### config.mk
export PLATFORM = sky130hd
export DESIGN_NAME = txd_frame_ctrl
export DESIGN_NICKNAME = d
export VERILOG_FILES = /design/src/rtl/txd_frame_ctrl.sv
export SDC_FILE = /design/constraint.sdc
export NUM_CORES = 1
export LEC_CHECK = 0
export CAP_MARGIN = 10
export CORE_UTILIZATION = 44
export CTS_BUF_LIST = sky130_fd_sc_hd__clkbuf_2 sky130_fd_sc_hd__clkbuf_4 sky130_fd_sc_hd__clkbuf_8
export CTS_CLUSTER_SIZE = 14
export DETAILED_ROUTE_END_ITERATION = 12
export GPL_TIMING_DRIVEN = 0
export PLACE_DENSITY = 0.75
export SYNTH_ARGS = -nofsm -noshare
export SYNTH_HDL_FRONTEND = slang
export SYNTH_SLANG_ARGS = --single-unit
### constraint.sdc
create_clock -name clk_sig -period 3.23 [get_ports clk_sig]
set_input_delay 0.646 -clock clk_sig [delete_from_list [all_inputs] [get_ports clk_sig]]
set_output_delay 0.646 -clock clk_sig [all_outputs]
set_load 0.03 [all_outputs]
### src/rtl/txd_frame_ctrl.sv
// Frame scheduler for the BPSK transmitter: Barker preamble, encoded payload, optional guard.
// Sequencing advances on the symbol strobe; start/abort/continuous control with a completed-frame counter.
module txd_frame_ctrl #(
  parameter int unsigned BARKER_LEN  = 7,
  parameter int unsigned PAYLOAD_LEN = 50,
  parameter int unsigned GUARD_LEN   = 0,
  parameter int unsigned SEL_DELAY   = 1,
  parameter int unsigned CNT_W       = 16
) (
  input  logic             clk_sig,
  input  logic             reset_sig,
  input  logic             sym_stb,
  input  logic             start_sig,
  input  logic             cont_sig,
  input  logic             abort_sig,
  output logic             barker_en,
  output logic             encode_en,
  output logic             sel_sig,
  output logic             busy_sig,
  output logic             frame_done,
  output logic [CNT_W-1:0] frame_cnt
);

  localparam int unsigned MAX_LEN = (BARKER_LEN > PAYLOAD_LEN)
      ? ((BARKER_LEN > GUARD_LEN) ? BARKER_LEN : GUARD_LEN)
      : ((PAYLOAD_LEN > GUARD_LEN) ? PAYLOAD_LEN : GUARD_LEN);
  localparam int unsigned SEG_W  = (MAX_LEN > 1) ? $clog2(MAX_LEN) : 1;
  localparam int unsigned PIPE_W = (SEL_DELAY > 0) ? SEL_DELAY : 1;

  typedef enum logic [1:0] {IDLE, PRE, PAY, GUARD} state_t;

  state_t            state_q, state_d;
  logic [SEG_W-1:0]  cnt_q, cnt_d;
  logic              pend_q, pend_d;
  logic [PIPE_W-1:0] sel_pipe_q, sel_pipe_d;
  logic              req_c, eof_c, launch_c, done_c, sel_in_c, sel_nxt_c;

  // Next-state, segment counter, pending request and select pipeline
  always_comb begin
    state_d    = state_q;
    cnt_d      = cnt_q;
    sel_pipe_d = sel_pipe_q;
    eof_c      = 1'b0;
    launch_c   = 1'b0;
    req_c      = pend_q | start_sig;
    sel_in_c   = (state_q == PAY) || (state_q == GUARD);

    if (sym_stb) begin
      sel_pipe_d = PIPE_W'({sel_pipe_q, sel_in_c});
      case (state_q)
        IDLE: begin
          if (req_c) begin
            state_d  = PRE;
            cnt_d    = '0;
            launch_c = 1'b1;
          end
        end
        PRE: begin
          if (cnt_q == SEG_W'(BARKER_LEN - 1)) begin
            state_d = PAY;
            cnt_d   = '0;
          end else begin
            cnt_d = cnt_q + SEG_W'(1);
          end
        end
        PAY: begin
          if (cnt_q == SEG_W'(PAYLOAD_LEN - 1)) begin
            if (GUARD_LEN > 0) begin
              state_d = GUARD;
              cnt_d   = '0;
            end else begin
              eof_c = 1'b1;
            end
          end else begin
            cnt_d = cnt_q + SEG_W'(1);
          end
        end
        GUARD: begin
          if (cnt_q == SEG_W'(GUARD_LEN - 1)) begin
            eof_c = 1'b1;
          end else begin
            cnt_d = cnt_q + SEG_W'(1);
          end
        end
        default: state_d = IDLE;
      endcase

      // End of frame relaunches immediately in continuous mode or on a held request
      if (eof_c) begin
        cnt_d = '0;
        if (cont_sig || req_c) begin
          state_d  = PRE;
          launch_c = 1'b1;
        end else begin
          state_d = IDLE;
        end
      end
    end

    pend_d = launch_c ? 1'b0 : req_c;

    if (abort_sig) begin
      state_d    = IDLE;
      cnt_d      = '0;
      pend_d     = 1'b0;
      sel_pipe_d = '0;
    end

    done_c    = eof_c & ~abort_sig;
    sel_nxt_c = (state_d == PAY) || (state_d == GUARD);
  end

  // State register and registered outputs decoded from the next state
  always_ff @(posedge clk_sig) begin
    if (reset_sig) begin
      state_q    <= IDLE;
      cnt_q      <= '0;
      pend_q     <= 1'b0;
      sel_pipe_q <= '0;
      barker_en  <= 1'b0;
      encode_en  <= 1'b0;
      sel_sig    <= 1'b0;
      busy_sig   <= 1'b0;
      frame_done <= 1'b0;
      frame_cnt  <= '0;
    end else begin
      state_q    <= state_d;
      cnt_q      <= cnt_d;
      pend_q     <= pend_d;
      sel_pipe_q <= sel_pipe_d;
      barker_en  <= (state_d == PRE);
      encode_en  <= (state_d == PAY);
      busy_sig   <= (state_d != IDLE);
      sel_sig    <= (SEL_DELAY == 0) ? sel_nxt_c : sel_pipe_d[PIPE_W-1];
      frame_done <= done_c;
      if (done_c) frame_cnt <= frame_cnt + CNT_W'(1);
    end
  end

endmodule
# Yosys cells after proc, flatten, opt, wreduce, memory -nomap -nowiden
# Index checks and enable logic that the tools add are counted.
dict set report word_totals {
  ff_bits 30
  in_bits 6
  out_inout_bits 21
  elab_cells 55
}
dict set report op_classes {
  add_sub_neg 2
  n_eq_ne 11
  n_mux 23
  n_bitwise 3
  n_reduce_logical 7
}
# operator n
set ops {}
lappend ops {{two-way mux 6 bit} 5}
lappend ops {{case mux 6 bit (4 select lines)} 1}
lappend ops {{adder 16 x 1 -> 16 bit (second input constant)} 1}
lappend ops {{== test 6 bit (second input constant)} 2}
lappend ops {{two-way mux 1 bit} 10}
lappend ops {{two-way mux 2 bit} 5}
lappend ops {{adder 6 x 1 -> 6 bit (second input constant)} 1}
lappend ops {{== test 2 bit (second input constant)} 3}
lappend ops {{== test 6 x 3 -> 1 bit (second input constant)} 1}
lappend ops {{!= test 3 x 2 -> 1 bit (second input constant)} 2}
lappend ops {{== test 2 x 1 -> 1 bit (second input constant)} 2}
lappend ops {{case mux 2 bit (2 select lines)} 1}
lappend ops {{AND reduction 4 bit} 1}
lappend ops {{!= test 3 bit (second input constant)} 1}
lappend ops {{OR reduction 3 bit} 1}
lappend ops {{logical NOT 2 bit} 1}
lappend ops {{logical OR 1 bit} 2}
lappend ops {{case mux 1 bit (2 select lines)} 1}
lappend ops {{nonzero test 2 bit} 1}
lappend ops {{OR reduction 2 bit} 1}
lappend ops {{bitwise AND 1 bit} 1}
lappend ops {{inverter 1 bit} 1}
lappend ops {{OR 1 bit} 1}

# Logic depth before layout (Yosys ltp)
# Gate-level depths: netlist (run 1).
dict set report logic_depth {
  word_depth 8
  ltp_mapped 8
  ltp_nobuf 6
}

# Worst setup path after synthesis (run 1)
# Ideal clock, no wire load.
dict set report synth_timing {
  kind {register to register}
  from {register frame_cnt[3]}
  to {register frame_cnt[15]}
  setup_ps 121
  arrival_ps 1951
  required_ps 3109
  path_slack_ps 1159
  path_stages_with_launch 5
  n_path_buf 0
  synth_period_minus_slack_ps 2071
  path_cell_list {dfxtp_1 -> nand3_1 -> or4_1 -> nor4_1 -> mux2_2}
}
dict set report synth_via {
  elab_chain_cells 1
}
# item line
set synth_rtl {}
lappend synth_rtl {{from (decl)} 21} ;# output logic [CNT_W-1:0] frame_cnt
lappend synth_rtl {{from (signal assigned)} 136} ;# if (done_c) frame_cnt <= frame_cnt + CNT_W'(1);
lappend synth_rtl {{adder 16 x 1 -> 16 bit} 136}
# Every way passes these cells.
# A chain may end at the register's enable or synchronous reset.

# Worst setup path in the final report (run 1)
dict set report layout_timing {
  from {input port sym_stb}
  to {register frame_cnt[15]}
}
dict set report layout_via {
  elab_chain_cells 2
}
# item line
set layout_rtl {}
lappend layout_rtl {{from (decl)} 12} ;# input logic sym_stb,
lappend layout_rtl {{two-way mux 1 bit} 48} ;# if (sym_stb) begin
lappend layout_rtl {{bitwise AND 1 bit} 109} ;# done_c = eof_c & ~abort_sig;
# Every way passes these cells.

==> reports/qor.csv, run 1 <==
stage;metric;value;unit
synth;synthArstFlopShare;0;%
setup_path;cp.required;3.46;ns
synth;synth_cell_types;45;
power;p_leak;0.609;nW
layout;antenna_cells;0;
power;finalPower;0.000715;W
drt;dr.first_iter.drc_count;102;
power;p_per_area;380;mW/mm^2
setup_path;cp-start-kind;input pin;
cts;postCtsHoldBufs;0;
global_route;grt.overflow.total;0;
drt;viasPerCell;5.77;
sta;slew_headroom;67.9;%
cts;clk_pin_slew;0.09;ns
placed_design;place.gp.congestion;0.833;
synth;yosysSeqAreaShare;40.0;%
floorplanning;start_util;47.6;%
sta;post-route-min-period;2.24;ns
run_status;status;complete, no violations;
sta;period_share;69.5;%
sta;skew;0.0102;ns
synth;synth-seq-cells;30;
setup_path;worstPathMaxFanout;7;
placed_design;placed_area;0.00181;sq mm
setup_path;cp_slowest_cell;clkdlybuf4s50_1;
layout;regArea;601;sq um
cts;cts_tree;built;
synth;postSynthAreaPerCell;8.98;sq um
global_route;grt_use_total;22.1;%
synth;yosys_warnings;0;
setup_path;crit_arrival;2.48;ns
placed_design;post-dp-hpwl;2630;microns
synth;synth_fp_nets;177;
drt;final_antenna_net_count;0;
drt;vias;1408;
synth;synth_edf_count;0;
floorplanning;die_w;60.4;microns
floorplanning;die_height;60.4;microns
cts;numCtsBuffers;5;
layout;post-route-util;59.7;%
cts;cts_max_level;2;
setup_path;path_cells;clkdlybuf4s50_1, nor2b_1, clkbuf_1, nand3_1, nor4_1, mux2_2;
cts;cts_sinks;30;
global_route;grt_pass1_wl;5890;microns
flow_run;max_cap_viol_count;0;
sta;maxSlewViolCount;0;
setup_path;criticalPathCategory;input pin to flip-flop;
setup_path;critPathBufInv;2;
drt;drc_errors;0;
floorplanning;coreArea;0.00315;sq mm
layout;multi_input_comb_area;832;sq um
worst_hold_path;hold_path_class;flip-flop to flip-flop;
cts;cts_root_buf;clkbuf_4;
setup_path;cp-end-kind;flip-flop;
floorplanning;ios;27;
layout;nFillCells;299;
sta;finalSetupViolations;0;
sta;hold_viol;0;
drt;wirelength;3540;microns
layout;fin_nets;209;
synth;synth_area;0.00150;sq mm
setup_path;reg2reg_setup_slack;1.06;ns
setup_path;critical_path.max_stage_delay;0.47;ns
drt;avgRoutedWirePerCell;14.5;microns
power;irDropWorstVdd;0.000241;V
layout;area_growth;25.5;%
global_route;grt_max_degree;11;
sta;rsz0062_at_grt;false;
floorplanning;dieArea;0.00365;sq mm
floorplanning;row_count;20;
placed_design;port-buffer-count;25;
synth;syn-instance-count;167;
sta;worst_slew_pin_slew;0.480;ns
global_route;antenna_found_initial;0;
sta;setup_tns;0;ns
layout;final_area;0.00188;sq mm
sta;max_freq;446;MHz
layout;drive_gt1_share;8.50;%
cts;post_cts_resized;0;
cts;cts_setup_buffers;0;
drt;firstDrtPassIters;4;
setup_path;cp_top_family;buffers and inverters;
cts;clk_latency;0.34;ns
cts;cts_buffer_depth;2;
synth;synth_ff_type;dfxtp_1;
sta;fin_hold_ws;0.506;ns
global_route;grt_pass1_vias;1286;
## per-stage QoR
| step | worst slack, ns | cells |
|---|---|---|
| detailed placement | 0.649 | 236 |
| finish | 0.986 | 244 |
| floorplan | 1.16 | 167 |
| global route | 0.859 | 244 |
| CTS | 1.01 | 244 |
| global placement | 0.725 | 236 |
## cell type report
type	instances	area share (%)
multi-input combinational	122	44.2
sequential	30	31.9
timing repair buffer	25	13.3
tap	44	2.92
buffer	9	2.39
clock inverter	3	2.13
clock buffer	5	1.99
inverter	6	1.20
## state kept, by name (all words and copies together) (netlist names)
register    cells
frame_cnt      16
cnt_q           6
state_q         2
barker_en       1
busy_sig        1
encode_en       1
frame_done      1
pend_q          1
sel_pipe_q      1
## worst register-to-register path: stages (launching register included)
cell	delay [ns]
dfxtp_1	0.44
nand3_1	0.31
or4_1	0.62
nor4_1	0.32
mux2_2	0.37
## worst paths after layout
check	startpoint	to	depth (start not counted)
setup / recovery	sym_stb	frame_cnt[15]	6
setup reg to reg	frame_cnt[3]	frame_cnt[15]	4
hold / removal	frame_cnt[9]	frame_cnt[9]	2
hold reg to reg	frame_cnt[9]	frame_cnt[9]	2
## synthesized netlist by cell type, types with 2 or more instances
cell type  count  area [sq um]
or4_1          9          67.6
o2111ai_1      2          17.5
a21oi_1       14          70.1
inv_1          6          22.5
nand3_1        6          30.0
nor3_1         7          35.0
nor4_1         2          12.5
nor2b_1        2          12.5
and4b_1        2          20.0
o31ai_1        7          52.6
a31oi_1        2          12.5
and3_1         4          25.0
nor2_1         9          33.8
dfxtp_1       30           601
o41ai_1        2          17.5
nand2_1        8          30.0
nand4_1        4          25.0
o21ai_0        4          20.0
xor2_1         7          61.3
or3_1          5          31.3
clkbuf_1       4          15.0
ha_1           4          50.1
a211oi_1       3          22.5
buf_2          3          15.0
## power breakdown
part	switching, W	internal [W]
Clock	0.000136	0.000160
Sequential	0.00000355	0.000373
Combinational	0.0000257	0.0000164
## cell families (layout without fill, tap and decap cells)
logic type	Yosys count	after routing	share of synthesized area, %
xor+xnor	8	8	4.67
simple gates	65	65	26.3
fa+ha+maj	4	4	3.34
buf+inv	15	48	4.50
compound gates	43	43	19.8
mux	2	2	1.42
flops	30	30	40.0
## per-layer routing
metal | wire (microns) | up-vias | GRT usage [%]
li1 | - | 705 | -
met4 | 69 | 0 | 8.97
met5 | 0 | - | 0
met3 | 160 | 8 | 6.40
met2 | 1650 | 32 | 34.9
met1 | 1660 | 663 | 28.2
## cell usage in the layout, fill, tap and decap left out, drive strengths merged, types with 2 or more instances in the layout
master	count
dfxtp	30
or2	2
nor4	2
xor2	7
or4	9
inv	6
nand4	4
and4b	2
nand3	6
o31ai	7
nor2b	2
a31oi	2
or3	5
ha	4
a21oi	14
o41ai	2
o2111ai	3
nand2	8
buf	5
and3	4
nor3	7
nor4b	2
a211oi	3
nor2	9
o21ai	5
clkinv	2
clkdlybuf4s50	25
clkbuf	9
(Power assumes the default switching activity.)
==> inputs of run 2 (changes only) <==
--- a/config.mk
+++ b/config.mk
@@ -11,7 +11,7 @@
 export CTS_CLUSTER_SIZE = 14
 export DETAILED_ROUTE_END_ITERATION = 12
 export GPL_TIMING_DRIVEN = 0
-export PLACE_DENSITY = 0.75
+export PLACE_DENSITY = 0.77
 export SYNTH_ARGS = -nofsm -noshare
 export SYNTH_HDL_FRONTEND = slang
 export SYNTH_SLANG_ARGS = --single-unit
==> constraint.sdc (replaced) <==
create_clock -name clk_sig -period 1.8 [get_ports clk_sig]
set_input_delay 0.36 -clock clk_sig [delete_from_list [all_inputs] [get_ports clk_sig]]
set_output_delay 0.36 -clock clk_sig [all_outputs]
set_load 0.03 [all_outputs]
==> reports/qor.csv, run 2 (synthesis results as in run 1) <==
stage;metric;value;unit
layout;top_register;frame_cnt;
sta;skew;0.00944;ns
global_route;grt.overflow.total;0;
worst_hold_path;holdPathStages;2;
layout;post-route-util;68.1;%
sta;max_freq;530;MHz
global_route;grt_max_degree;11;
global_route;grt_use_total;22.9;%
setup_path;rr_startpoint;cnt_q[1];
layout;antenna_cells;0;
layout;largest_register_ffs;16;
floorplanning;start_util;47.6;%
drt;viasPerCell;6.00;
floorplanning;ios;27;
floorplanning;die_height;60.4;microns
drt;avgRoutedWirePerCell;16.1;microns
layout;drive_gt1_share;31.1;%
floorplanning;row_count;20;
drt;drc_errors;0;
power;p_leak;0.794;nW
setup_path;rr_worst_depth;8;
cts;cts_tree;built;
global_route;grt_pass1_wl;6150;microns
drt;vias;1499;
sta;slew_headroom;64.8;%
layout;nFillCells;264;
floorplanning;coreArea;0.00315;sq mm
global_route;grt_pass1_vias;1405;
sta;post-route-min-period;1.89;ns
worst_hold_path;hold_path_class;input pin to flip-flop;
placed_design;post-dp-hpwl;2570;microns
cts;cts_max_level;2;
run_status;status;finished with violations;
layout;mostFrequentLayoutCells;18 x clkdlybuf4s50_1, 15 x dfxtp_1, 12 x dfxtp_2;
setup_path;cp.required;2.05;ns
layout;area_growth;43.0;%
drt;final_antenna_net_count;0;
setup_path;crit_path_end;frame_cnt[10];
power;finalPower;0.00116;W
setup_path;cp-end-kind;flip-flop;
sta;setup_slack;-0.0869;ns
run_status;violations;negative setup slack;
sta;worst_slew_pin_slew;0.521;ns
setup_path;cp-startpoint;sym_stb;
sta;maxSlewViolCount;0;
cts;cts_root_buf;clkbuf_4;
power;irDropWorstVdd;0.000438;V
global_route;antenna_found_initial;0;
setup_path;worstPathMaxFanout;10;
sta;finalSetupViolations;8;
placed_design;port-buffer-count;25;
setup_path;crit_arrival;2.14;ns
setup_path;reg2reg_setup_slack;-0.07;ns
cts;clk_latency;0.32;ns
power;p_per_area;541;mW/mm^2
flow_run;max_cap_viol_count;0;
setup_path;criticalPathCategory;input pin to flip-flop;
layout;layout_commonest_cell;clkdlybuf4s50_1;
cts;cts_sinks;30;
setup_path;cp-start-kind;input pin;
placed_design;place.gp.congestion;0.892;
cts;cts_buffer_depth;2;
layout;reg_top3;frame_cnt: 16 flops, cnt_q: 6 flops, state_q: 2 flops;
sta;rsz0062_at_grt;true;
setup_path;r2r_end;frame_cnt[13];
sta;hold_viol;0;
floorplanning;dieArea;0.00365;sq mm
layout;fin_nets;217;
cts;numCtsBuffers;5;
cts;clk_pin_slew;0.09;ns
drt;firstDrtPassIters;4;
sta;period_share;105;%
drt;wirelength;4030;microns
floorplanning;die_w;60.4;microns
drt;dr.first_iter.drc_count;86;
[run 2: changes by cell type in the layout (fill, tap and decap cells not counted), moves of 3 or more]
cell and change:
a21oi_1 -4, buf_4 +10, dlymetal6s2s_1 +5, a21oi_2 +4
dfxtp_4 +3, buf_2 -3, dfxtp_1 -15, dfxtp_2 +12
clkdlybuf4s50_1 -7, or4_4 +5, or4_1 -5
[run 2: worst min-delay path by stage]
stage                  start       endpoint  slack, ns
2_1_floorplan       cnt_q[1]       cnt_q[1]       0.52
3_3_place_gp   frame_cnt[11]  frame_cnt[11]       0.46
3_5_place_dp    frame_cnt[1]   frame_cnt[1]       0.47
4_1_cts            reset_sig   frame_cnt[7]       0.43
5_1_grt            reset_sig   frame_cnt[5]       0.49
6_report           reset_sig   frame_cnt[7]       0.45
[run 2: routing by layer]
metal	up-vias	part of all wire (%)	GRT usage, %
li1	719	-	-
met1	727	40	25.4
met2	48	53	41.8
met3	5	5.5	5.33
met4	0	1.1	9.30
met5	-	0	0
[run 2: cell type report]
class,count,area [sq um],share of cell area (%)
plain buffers,7,46.3,2.16
inverters,6,25.0,1.17
clock buffers,6,51.3,2.39
well taps,44,55.1,2.57
flip-flops and latches,30,627,29.2
multi-input cells,122,1000,46.7
repair buffers,35,339,15.8
[run 2: what timing repair did]
| action | 4_1_cts | 5_1_grt |
|---|---|---|
| cloned | 1 | 0 |
| hold buffers | 0 | 0 |
| gates resized for setup | 27 | 28 |
| pin swaps | 7 | 10 |
| setup buffers | 8 | 1 |
| endpoints found under the setup margin | 25 | 24 |
[run 2: critical path, stage by stage]
cell and delay (ns):
clkdlybuf4s50_1 0.49, buf_4 0.18, and4b_1 0.22, o2111ai_2 0.20, or4_1 0.55, a21oi_1 0.15
[run 2: stage by stage]
step / setup slack, ns / area (sq um) / hold WS, ns / TNS, ns / cells
6_report: -0.0869 / 2150 / 0.447 / -0.374 / 250
5_1_grt: -0.156 / 2150 / 0.488 / -1.16 / 250
4_1_cts: -0.0503 / 2030 / 0.432 / -0.135 / 250
3_5_place_dp: -0.440 / 1830 / 0.470 / -5.59 / 236
3_3_place_gp: -0.426 / 1830 / 0.462 / -4.82 / 236
2_1_floorplan: -0.0389 / 1520 / 0.523 / -0.0389 / 167
[run 2: report_power, final]
part	internal (W)	total [W]	switching (W)
Combinational	0.0000404	0.0000973	0.0000569
Sequential	0.000665	0.000673	0.00000782
Clock	0.000176	0.000391	0.000215
Total	0.000881	0.00116	0.000280
==> inputs of run 3 (changes only) <==
--- a/config.mk
+++ b/config.mk
@@ -11,6 +11,7 @@
 export CTS_CLUSTER_SIZE = 14
 export DETAILED_ROUTE_END_ITERATION = 12
 export GPL_TIMING_DRIVEN = 0
+export HOLD_SLACK_MARGIN = 0.03
 export PLACE_DENSITY = 0.77
 export SYNTH_ARGS = -nofsm -noshare
 export SYNTH_HDL_FRONTEND = slang
==> results of run 3 <==
The final DEF is identical to that of run 2; final timing and power are the same.
